`src/rtl/qracc_pkg.sv`:
```
// -----------------------------------------------------------------------------
// qracc_pkg
//   Shared types and helpers for the QR-accumulator MAC sequencer.
//   - seq_state_t      : sequencer FSM states
//   - qracc_seq_cfg_t  : per-vector configuration latched on accept
//   - calc_acc_bits()  : full-precision column accumulator width
//   No ports (package).
// -----------------------------------------------------------------------------
package qracc_pkg;

    localparam int CfgNBits = 8;

    typedef enum logic [2:0] {
        S_OFF    = 3'd0,
        S_SETTLE = 3'd1,
        S_IDLE   = 3'd2,
        S_DRIVE  = 3'd3,
        S_OUT    = 3'd4
    } seq_state_t;

    typedef struct packed {
        logic [CfgNBits-1:0] n_input_bits;   // already clamped to 1..xBits
        logic                signed_mode;
    } qracc_seq_cfg_t;

    // One extra bit over code width + plane count covers the worst-case
    // sum of n shifted signed codes.
    function automatic int calc_acc_bits(input int adc_bits, input int x_bits);
        return adc_bits + x_bits + 1;
    endfunction

endpackage

```
`src/rtl/qracc_shift_acc.sv`:
```
// -----------------------------------------------------------------------------
// qracc_shift_acc
//   One signed column accumulator: acc +/-= sext(adc) << shift.
//   Optional output saturation when QRACC_SEQ_SAT_EN is defined.
//   Ports:
//     clk, nrst      clock, asynchronous active-low reset
//     clr_i          clear accumulator (takes priority over en_i)
//     en_i           accumulate this cycle
//     sub_i          subtract instead of add
//     shift_i        plane index / shift amount
//     adc_i          signed ADC code
//     res_o          column result (full width, or saturated to outBits)
//     clip_o         (QRACC_SEQ_SAT_EN only) result is clipped
// -----------------------------------------------------------------------------
module qracc_shift_acc #(
    parameter int adcBits   = 4,
    parameter int accBits   = 9,
    parameter int shiftBits = 2
`ifdef QRACC_SEQ_SAT_EN
    , parameter int outBits = 8
`endif
) (
    input  logic                 clk,
    input  logic                 nrst,
    input  logic                 clr_i,
    input  logic                 en_i,
    input  logic                 sub_i,
    input  logic [shiftBits-1:0] shift_i,
    input  logic [adcBits-1:0]   adc_i,
`ifdef QRACC_SEQ_SAT_EN
    output logic [outBits-1:0]   res_o,
    output logic                 clip_o
`else
    output logic [accBits-1:0]   res_o
`endif
);

    logic signed [accBits-1:0] acc_q;
    logic signed [accBits-1:0] term;

    assign term = accBits'($signed(adc_i)) <<< shift_i;

    always_ff @(posedge clk or negedge nrst) begin
        if (!nrst) begin
            acc_q <= '0;
        end else if (clr_i) begin
            acc_q <= '0;
        end else if (en_i) begin
            acc_q <= sub_i ? (acc_q - term) : (acc_q + term);
        end
    end

`ifdef QRACC_SEQ_SAT_EN
    localparam int SatMaxI = (1 << (outBits - 1)) - 1;
    localparam logic signed [accBits-1:0] SatMax = accBits'(SatMaxI);
    localparam logic signed [accBits-1:0] SatMin = accBits'(-SatMaxI - 1);

    always_comb begin
        clip_o = 1'b0;
        res_o  = acc_q[outBits-1:0];
        if (acc_q > SatMax) begin
            clip_o = 1'b1;
            res_o  = SatMax[outBits-1:0];
        end else if (acc_q < SatMin) begin
            clip_o = 1'b1;
            res_o  = SatMin[outBits-1:0];
        end
    end
`else
    assign res_o = acc_q;
`endif

endmodule

```
`src/rtl/qracc_mac_sequencer.sv`:
```
// -----------------------------------------------------------------------------
// qracc_mac_sequencer
//   Bit-serial MAC controller in front of qr_acc_wrapper's MAC port. Accepts
//   one multi-bit two's-complement vector per handshake, drives it one
//   bit-plane at a time on data_p_o, and shift-accumulates the per-column ADC
//   codes into signed column sums returned over a valid/ready port.
//   Optional build macro: QRACC_SEQ_SAT_EN (saturated outBits results + sat_o).
//   Ports:
//     clk, nrst          clock, asynchronous active-low reset
//     enable_i           subsystem enable
//     n_input_bits_cfg   planes per vector (0 -> 1, >xBits -> xBits)
//     signed_cfg         MSB plane weighted negative
//     x_valid_i/x_ready_o/x_data_i   input vector handshake
//     mac_en_o           wrapper MAC enable
//     data_p_o/data_n_o  plane drive bits (data_n_o always 0)
//     adc_i              per-column signed ADC codes
//     res_valid_o/res_ready_i/res_data_o   column-sum handshake
//     sat_o              (QRACC_SEQ_SAT_EN only) sticky clip flag
//     busy_o             vector in flight or settling
// -----------------------------------------------------------------------------
module qracc_mac_sequencer
    import qracc_pkg::*;
#(
    parameter int numRows      = 128,
    parameter int numCols      = 32,
    parameter int xBits        = 4,
    parameter int numAdcBits   = 4,
    parameter int numCfgBits   = 8,
    parameter int adcLat       = 1,
    parameter int settleCycles = 5,
    parameter int accBits      = calc_acc_bits(numAdcBits, xBits)
`ifdef QRACC_SEQ_SAT_EN
    , parameter int outBits    = 8
`endif
) (
    input  logic                          clk,
    input  logic                          nrst,
    input  logic                          enable_i,
    input  logic [numCfgBits-1:0]         n_input_bits_cfg,
    input  logic                          signed_cfg,
    input  logic                          x_valid_i,
    output logic                          x_ready_o,
    input  logic [numRows*xBits-1:0]      x_data_i,
    output logic                          mac_en_o,
    output logic [numRows-1:0]            data_p_o,
    output logic [numRows-1:0]            data_n_o,
    input  logic [numCols*numAdcBits-1:0] adc_i,
    output logic                          res_valid_o,
    input  logic                          res_ready_i,
`ifdef QRACC_SEQ_SAT_EN
    output logic [numCols*outBits-1:0]    res_data_o,
    output logic                          sat_o,
`else
    output logic [numCols*accBits-1:0]    res_data_o,
`endif
    output logic                          busy_o
);

    localparam int KW = (xBits > 1) ? $clog2(xBits) : 1;
`ifdef QRACC_SEQ_SAT_EN
    localparam int ResW = outBits;
`else
    localparam int ResW = accBits;
`endif

    seq_state_t                 state_q, state_d;
    logic [15:0]                cnt_q, cnt_d;
    logic [KW-1:0]              k_q, k_d;
    qracc_seq_cfg_t             cfg_q, cfg_d;
    logic [numRows*xBits-1:0]   x_q, x_d;
    logic [CfgNBits-1:0]        n_clamped;
    logic                       last_plane;
    logic                       acc_clr, acc_en, acc_sub;

    always_comb begin
        n_clamped = CfgNBits'(n_input_bits_cfg);
        if (n_input_bits_cfg == '0) begin
            n_clamped = CfgNBits'(1);
        end else if (32'(n_input_bits_cfg) > 32'(xBits)) begin
            n_clamped = CfgNBits'(xBits);
        end
    end

    assign last_plane = (CfgNBits'(k_q) == (cfg_q.n_input_bits - CfgNBits'(1)));

    always_ff @(posedge clk or negedge nrst) begin
        if (!nrst) begin
            state_q <= S_OFF;
            cnt_q   <= '0;
            k_q     <= '0;
            cfg_q   <= '0;
            x_q     <= '0;
        end else begin
            state_q <= state_d;
            cnt_q   <= cnt_d;
            k_q     <= k_d;
            cfg_q   <= cfg_d;
            x_q     <= x_d;
        end
    end

    always_comb begin
        state_d = state_q;
        cnt_d   = cnt_q;
        k_d     = k_q;
        cfg_d   = cfg_q;
        x_d     = x_q;
        acc_clr = 1'b0;
        acc_en  = 1'b0;
        acc_sub = 1'b0;
        case (state_q)
            S_OFF: begin
                cnt_d = '0;
                if (enable_i) state_d = S_SETTLE;
            end
            S_SETTLE: begin
                if (!enable_i) begin
                    state_d = S_OFF;
                end else if (cnt_q == 16'(settleCycles - 1)) begin
                    cnt_d   = '0;
                    state_d = S_IDLE;
                end else begin
                    cnt_d = cnt_q + 16'd1;
                end
            end
            S_IDLE: begin
                if (!enable_i) begin
                    state_d = S_OFF;
                end else if (x_valid_i) begin
                    x_d                = x_data_i;
                    cfg_d.n_input_bits = n_clamped;
                    cfg_d.signed_mode  = signed_cfg;
                    acc_clr            = 1'b1;
                    k_d                = '0;
                    cnt_d              = '0;
                    state_d            = S_DRIVE;
                end
            end
            S_DRIVE: begin
                if (!enable_i) begin
                    state_d = S_OFF;
                end else if (cnt_q == 16'(adcLat - 1)) begin
                    // Last cycle of the plane window: ADC code is valid now.
                    acc_en  = 1'b1;
                    acc_sub = cfg_q.signed_mode & last_plane;
                    cnt_d   = '0;
                    if (last_plane) state_d = S_OUT;
                    else            k_d     = k_q + KW'(1);
                end else begin
                    cnt_d = cnt_q + 16'd1;
                end
            end
            S_OUT: begin
                // Result handshake completes even if enable drops.
                if (res_ready_i) state_d = enable_i ? S_IDLE : S_OFF;
            end
            default: state_d = S_OFF;
        endcase
    end

    assign mac_en_o    = (state_q != S_OFF);
    assign x_ready_o   = (state_q == S_IDLE) && enable_i;
    assign res_valid_o = (state_q == S_OUT);
    assign busy_o      = (state_q != S_OFF) && (state_q != S_IDLE);
    assign data_n_o    = '0;

    genvar gi;
    generate
        for (gi = 0; gi < numRows; gi++) begin : g_lane
            logic [xBits-1:0] lane_x;
            assign lane_x       = x_q[gi*xBits +: xBits];
            assign data_p_o[gi] = (state_q == S_DRIVE) & lane_x[k_q];
        end
    endgenerate

`ifdef QRACC_SEQ_SAT_EN
    logic [numCols-1:0] clip;
    logic               sat_q;
`endif

    generate
        for (gi = 0; gi < numCols; gi++) begin : g_col
            qracc_shift_acc #(
                .adcBits   (numAdcBits),
                .accBits   (accBits),
                .shiftBits (KW)
`ifdef QRACC_SEQ_SAT_EN
                , .outBits (outBits)
`endif
            ) u_acc (
                .clk     (clk),
                .nrst    (nrst),
                .clr_i   (acc_clr),
                .en_i    (acc_en),
                .sub_i   (acc_sub),
                .shift_i (k_q),
                .adc_i   (adc_i[gi*numAdcBits +: numAdcBits]),
`ifdef QRACC_SEQ_SAT_EN
                .res_o   (res_data_o[gi*ResW +: ResW]),
                .clip_o  (clip[gi])
`else
                .res_o   (res_data_o[gi*ResW +: ResW])
`endif
            );
        end
    endgenerate

`ifdef QRACC_SEQ_SAT_EN
    // Flag is visible as soon as the clipped result is presented and stays
    // set until the next vector is accepted.
    always_ff @(posedge clk or negedge nrst) begin
        if (!nrst)                              sat_q <= 1'b0;
        else if (acc_clr)                       sat_q <= 1'b0;
        else if (state_q == S_OUT && |clip)     sat_q <= 1'b1;
    end
    assign sat_o = sat_q | ((state_q == S_OUT) && |clip);
`endif

endmodule

```
`config.mk`:
```
export PLATFORM = sky130hd
export DESIGN_NAME = qracc_mac_sequencer
export DESIGN_NICKNAME = d
export VERILOG_FILES = /design/src/rtl/qracc_pkg.sv /design/src/rtl/qracc_shift_acc.sv /design/src/rtl/qracc_mac_sequencer.sv
export SDC_FILE = /design/constraint.sdc
export NUM_CORES = 2
export LEC_CHECK = 0
export CAP_MARGIN = 15
export CORE_AREA = 2 2 466 468
export CTS_CLUSTER_DIAMETER = 30
export DETAILED_ROUTE_END_ITERATION = 10
export DIE_AREA = 0 0 468 470
export PLACE_DENSITY = 0.47
export SYNTH_ARGS = -nofsm -noshare
export SYNTH_HDL_FRONTEND = slang
export SYNTH_SLANG_ARGS = --single-unit
```
`constraint.sdc`:
```
create_clock -name clk -period 8.4 [get_ports clk]
set_input_delay 1.68 -clock clk [delete_from_list [all_inputs] [get_ports clk]]
set_output_delay 1.68 -clock clk [all_outputs]
set_load 0.005 [all_outputs]
```
Word-level counts from Yosys, hierarchy flattened
Index checks and enable logic that the tools add are counted.

operators by class
  bitwise logic cells = 129
  shift operators = 32
  eq/ne operators = 19
  add/sub/neg operators = 67
  reduce and logical (&&, ||, !) cells = 13
  order comparisons = 2
  multiplexer cells = 387

operators by type and width
  operator                                             count
  2-to-1 mux 9 bit                                     96
  adder 9 bit                                          32
  <<< shifter 4 x 2 -> 9 bit                           32
  subtractor 9 bit                                     32
  binary-select mux 1 bit (select 2 bit)               128
  2-to-1 mux 1 bit                                     137
  AND 1 bit                                            129
  2-to-1 mux 16 bit                                    6
  one-hot mux 16 bit (4 select lines)                  1
  2-to-1 mux 3 bit                                     9
  adder 16 x 1 -> 16 bit (second input constant)       1
  == test 16 x 3 -> 1 bit (second input constant)      1
  logical NOT 16 bit                                   1
  2-to-1 mux 8 bit                                     2
  one-hot mux 3 bit (5 select lines)                   1
  inequality test 2 bit (second input constant)        7
  2-to-1 mux 2 bit                                     6
  inequality test 3 bit (second input constant)        4
  AND reduction 6 bit                                  2
  == test 2 x 8 -> 1 bit                               1
  > comparator 8 x 3 -> 1 bit (second input constant)  1
  logical NOT 8 bit                                    1
  subtractor 8 x 1 -> 8 bit (second input constant)    1
  == test 3 x 2 -> 1 bit (second input constant)       2
  other kinds (14)                                     16

storage, ports and cells
  logic and storage cells = 687
  output and inout port bits = 548
  input port bits = 654
  register bits = 830

Longest topological paths before layout
  word-level depth = 9
  depth in mapped cells = 20
  gate-level depth less buffers = 16

Hierarchy
From an unflattened synthesis, not the netlist that was laid out.

second synthesis, totals
  cells, all modules = 7250
  area total of the unflattened synthesis = 61372.6 sq um

by module, submodules not included
  module                                 times used  area each (sq um)  cells an instance  sequential area each (sq um)
  qracc_mac_sequencer                    1           25791.0            2794               13563.0
  qracc_shift_acc (g_col[0].u_acc ...)   14          1112.3             140                225.2
  qracc_shift_acc (g_col[11].u_acc ...)  9           1113.6             140                225.2
  qracc_shift_acc (g_col[31].u_acc ...)  8           1108.6             137                225.2
  qracc_shift_acc (g_col[10].u_acc)      1           1118.6             140                225.2

Worst setup path after synthesis
Ideal clock, no wire load.

  kind = input -> register
  from = input port enable_i
  to = register g_col[2].u_acc.acc_q[8]
  setup time = 0.069 ns
  path slack = 3.579 ns
  arrival = 4.753 ns
  stages on the path = 17
  path buffers = 4
  data required time = 8.331 ns
  cell sequence = nand4b_4 -> or3b_1 -> or4_1 -> buf_6 -> buf_6 -> buf_6 -> clkbuf_1 -> nand2_1 -> o21ai_1 -> fa_1 -> nor2b_1 -> o21ai_0 -> a21oi_1 -> o41ai_1 -> xor2_1 -> or3_1 -> nand3_1

between the ends
  longest elaborated chain between the ends = 5
  elaborated cells between the ends (all ways) = 10
  classes of those cells = mux: 9; reduce/logical: 1

RTL lines
  element               RTL line                    source
  start, declared       qracc_mac_sequencer.sv:38   input logic enable_i,
  2-to-1 mux 1 bit      qracc_mac_sequencer.sv:140  if (!enable_i) begin
  2-to-1 mux 1 bit      qracc_mac_sequencer.sv:111  case (state_q)
  2-to-1 mux 9 bit      qracc_shift_acc.sv:49       acc_q <= sub_i ? (acc_q - term) : (acc_q + term);
  2-to-1 mux 9 bit      qracc_shift_acc.sv:48       end else if (en_i) begin
  2-to-1 mux 9 bit      qracc_shift_acc.sv:46       end else if (clr_i) begin
  end signal, assigned  qracc_shift_acc.sv:49
  end, declared         qracc_shift_acc.sv:38       logic signed [accBits-1:0] acc_q;

Several ways; a longest one is shown, not always the timed one. The select of a mux whose other input is x is not followed.
A chain may end at the register's enable or synchronous reset.

Worst setup path in the final report
  from = register k_q[0]
  to = output port data_p_o[21]

between the ends
  longest elaborated chain between the ends = 3

RTL lines
  element                                 RTL line                    source
  start, declared                         qracc_mac_sequencer.sv:68   logic [KW-1:0] k_q, k_d;
  start signal, assigned                  qracc_mac_sequencer.sv:96   k_q <= k_d;
  binary-select mux 1 bit (select 2 bit)  qracc_mac_sequencer.sv:172  assign data_p_o[gi] = (state_q == S_DRIVE) & lane_x[k_q];
  2-to-1 mux 1 bit (implied by the code)  qracc_mac_sequencer.sv:172
  AND 1 bit                               qracc_mac_sequencer.sv:172
  end, declared                           qracc_mac_sequencer.sv:45   output logic [numRows-1:0] data_p_o,

No other way between the ends. The select of a mux whose other input is x is not followed.

==> run metrics <==
post-synthesis simple-gate area fraction 25.1%; IR Drop Worst-Case VDD about 190 uV; Worst slew margin between 20% and 30%; H-tree depth 5; Synth async-reset ratio between 90% and 100%; synthesized instance count 6,831; Leak roughly 36 nW; cell area after synthesis 56,600 um2; Final ANT Viol Nets 0; Crit. End Element primary output; dpl hpwl around 160 mm; DRC violations left 0; Fin. Hold Viols 0; total grt overflow 0; Core Area around 220,000 um2; Sink Count between 800 and 900; mux cell area share after synthesis 7.76%; Die Area around 220,000 um2; Initial Utilization 26.2%; Achievable Freq 157 MHz; Ports 1,202; CTS clk-pin slew, worst paths around 0.04 ns; Die X-Extent around 470 um; Register Area just over 20,000 um2; warnings from Yosys 0; # rows ~170; via count between 50k and 60k; postcts setup bufs 0; power per cell area around 370 nW/um2; clk buf depth 4; cts repair resizes 0; sequential area share after synthesis between 30% and 40%; final setup fails 0; CP Launch Type flop; largest family of logic cells by synthesized area simple AND/OR/NAND/NOR gates; DR pass1 iterations 5; CTS tree done; min cycle time layout between 6 and 7 ns; initial antenna violation count 94; Yosys reg bits between 800 and 900; die height roughly 470 um; vias in the first global route 52.4k; Final Util approximately 37%; xor/xnor cell area share of the yosys netlist between 4 and 5%; Clock Tree Root clkbuf_16; post-route setup TNS 0 ns; final WL ~230 mm; Synth Area in Compound Gates between 10% and 20%; Arr. time, crit path 4.69 ns; drt first-iter violations 3,312; Total Power a little under 0.03 W; IO Port Bufs between 1k and 1.5k; hold_buf cts 0; Period Utilization, post-route approximately three quarters; clk_lat worst skew around 0.89 ns; share of post-route cells with drive strength above 1 between 10 and 15%; data required time of the worst path 6.72 ns; worst min path class flop to flop; Multi-input gate area 32,900 um2; routed len/inst 21.0 um; dpl ws about 1.7 ns; Area Overhead vs Synth 39.5%; worst slew pin tran roughly 1.1 ns; fillcell total approximately 22k; vias per inst a little under 5; Num CTS Buffers 295; Synth Area per Inst slightly above 8 um2; first-pass GRT wire length 339 mm; Adder-Cell Fraction of Synth Area approximately 7.6%; Layout Skew between 0.08 and 0.09 ns; outcome complete, no violations; routability congestion estimate 0.852; reg-to-reg setup timing slack 2.87 ns; Yosys cell types 63; CP max FO 37; dominant synthesized flop cell dfrtp_1; RSZ-0062 raised after global routing false; CP Class flop to primary output; EDFF count, synth 0; Setup WS post-layout roughly 2 ns; maxcap violations 0; largest net degree at the start of global routing ~200; Slew Viols, Final 0; Nets slightly below 9k; gr usage total 20.3%
-- critical path: stages (launching register included) --
cell and delay (ns):
dfrtp_4 0.88, buf_4 0.84, buf_4 0.63, mux4_2 0.63, and3_1 0.21, clkdlybuf4s50_1 0.56
-- cells in the final DEF, fill, tap and decap left out, types with 97 or more instances in the layout --
| cell type | instances |
|---|---|
| mux4_2 | 128 |
| clkdlybuf4s50_1 | 1072 |
| dfrtp_1 | 827 |
| nand2_1 | 1889 |
| ha_1 | 291 |
| nor2b_1 | 199 |
| conb_1 | 128 |
| nor3_1 | 197 |
| and3_1 | 133 |
| a21oi_1 | 297 |
| mux2i_1 | 115 |
| nand3_1 | 180 |
| o21ai_0 | 408 |
| xor2_1 | 104 |
| clkbuf_16 | 299 |
| xnor2_1 | 196 |
| inv_1 | 171 |
| nor2_1 | 337 |
| or3_1 | 97 |
-- where the power goes --
| part | switching (W) | internal, W |
|---|---|---|
| Combinational | 0.00589 | 0.00560 |
| Sequential | 0.00137 | 0.00565 |
| Clock | 0.00298 | 0.00750 |
| Total | 0.0102 | 0.0188 |
-- registers in the layout, indices dropped and copies added (netlist names) --
signal,cells
cfg_q,9
cnt_q,16
g_col.u_acc.res_o,288
k_q,2
state_q,3
x_q,512
-- layer usage --
| layer | GRT usage [%] | part of all wire [%] | vias to the layer above |
|---|---|---|---|
| met5 | 0 | 0.22 | - |
| met4 | 5.80 | 2.6 | 74 |
| met3 | 7.62 | 9.1 | 420 |
| met2 | 33.6 | 47 | 1591 |
| met1 | 24.3 | 41 | 25200 |
| li1 | - | - | 25200 |
-- per-stage QoR --
stage / area [um2] / std cells / hold slack (ns)
final: 79000 / 10900 / 0.463
after global routing: 78900 / 10900 / 0.481
after CTS: 78900 / 10900 / 0.466
after detailed placement: 69300 / 10400 / 0.457
after global placement: 69300 / 10400 / 0.452
after floorplan: 57100 / 6958 / 0.440
-- synth_stat cells, types with 9 or more instances --
library cell	count	share of area, %
nand2b_1	36	0.40
o22ai_1	34	0.38
buf_1	30	0.20
o21ai_0	408	3.6
nand3_1	181	1.6
a211oi_1	65	0.86
dfrtp_1	830	37
inv_1	171	1.1
a31o_2	64	0.99
buf_6	9	0.18
ha_1	291	6.4
o21a_1	32	0.42
o41ai_1	32	0.50
or3_1	98	1.1
xor2_1	104	1.6
a21boi_0	28	0.37
mux2i_1	115	2.0
o21ai_1	38	0.34
clkbuf_1	356	2.4
buf_4	129	1.7
o32ai_1	32	0.50
nor2b_1	201	2.2
nor2_1	340	2.3
o211ai_1	61	0.81
nand2_1	1890	13
mux4_2	128	5.1
fa_1	32	1.1
mux2_2	32	0.64
or3b_2	32	0.50
o22a_1	30	0.46
a21oi_1	297	2.6
xnor2_1	196	3.0
and3_1	134	1.5
buf_2	62	0.55
or2_2	35	0.39
nand3b_1	33	0.44
nor3_1	198	1.8
-- cells by family (layout without fill, tap and decap cells) --
family                     count (synthesis)  in the layout
AOI/OAI and AO/OA                       1135           1135
xor gates and xnor gates                 300            300
adders and majority gates                323            323
buffers and inverters                    759           1805
DFF                                      830            830
muxes                                    275            275
other                                      1            167
and+or+nand+nor                         3208           3208
-- layout make-up --
type | count | share of cell area, %
Multi-Input combinational cell | 5369 | 41.7
Sequential cell | 830 | 26.3
Timing Repair Buffer | 1133 | 14.4
Clock buffer | 411 | 10.7
Tap cell | 2854 | 4.52
Clock inverter | 88 | 1.37
Inverter | 173 | 0.822
Antenna cell | 39 | 0.124
-- path summary, 6_finish.rpt --
check,startpoint,to,cells past startpoint
max,k_q[0]$_DFFE_PN0P_,data_p_o[21],5
min,x_q[266]$_DFFE_PN0P_,x_q[266]$_DFFE_PN0P_,2
max reg2reg,k_q[0]$_DFFE_PN0P_,g_col[7].u_acc.res_o[8]$_DFFE_PN0P_,17
min reg2reg,x_q[266]$_DFFE_PN0P_,x_q[266]$_DFFE_PN0P_,2
max in group asynchronous,nrst,x_q[423]$_DFFE_PN0P_,3
min in group asynchronous,nrst,g_col[9].u_acc.res_o[5]$_DFFE_PN0P_,1
Note: power is estimated with default switching activity, not from simulation.
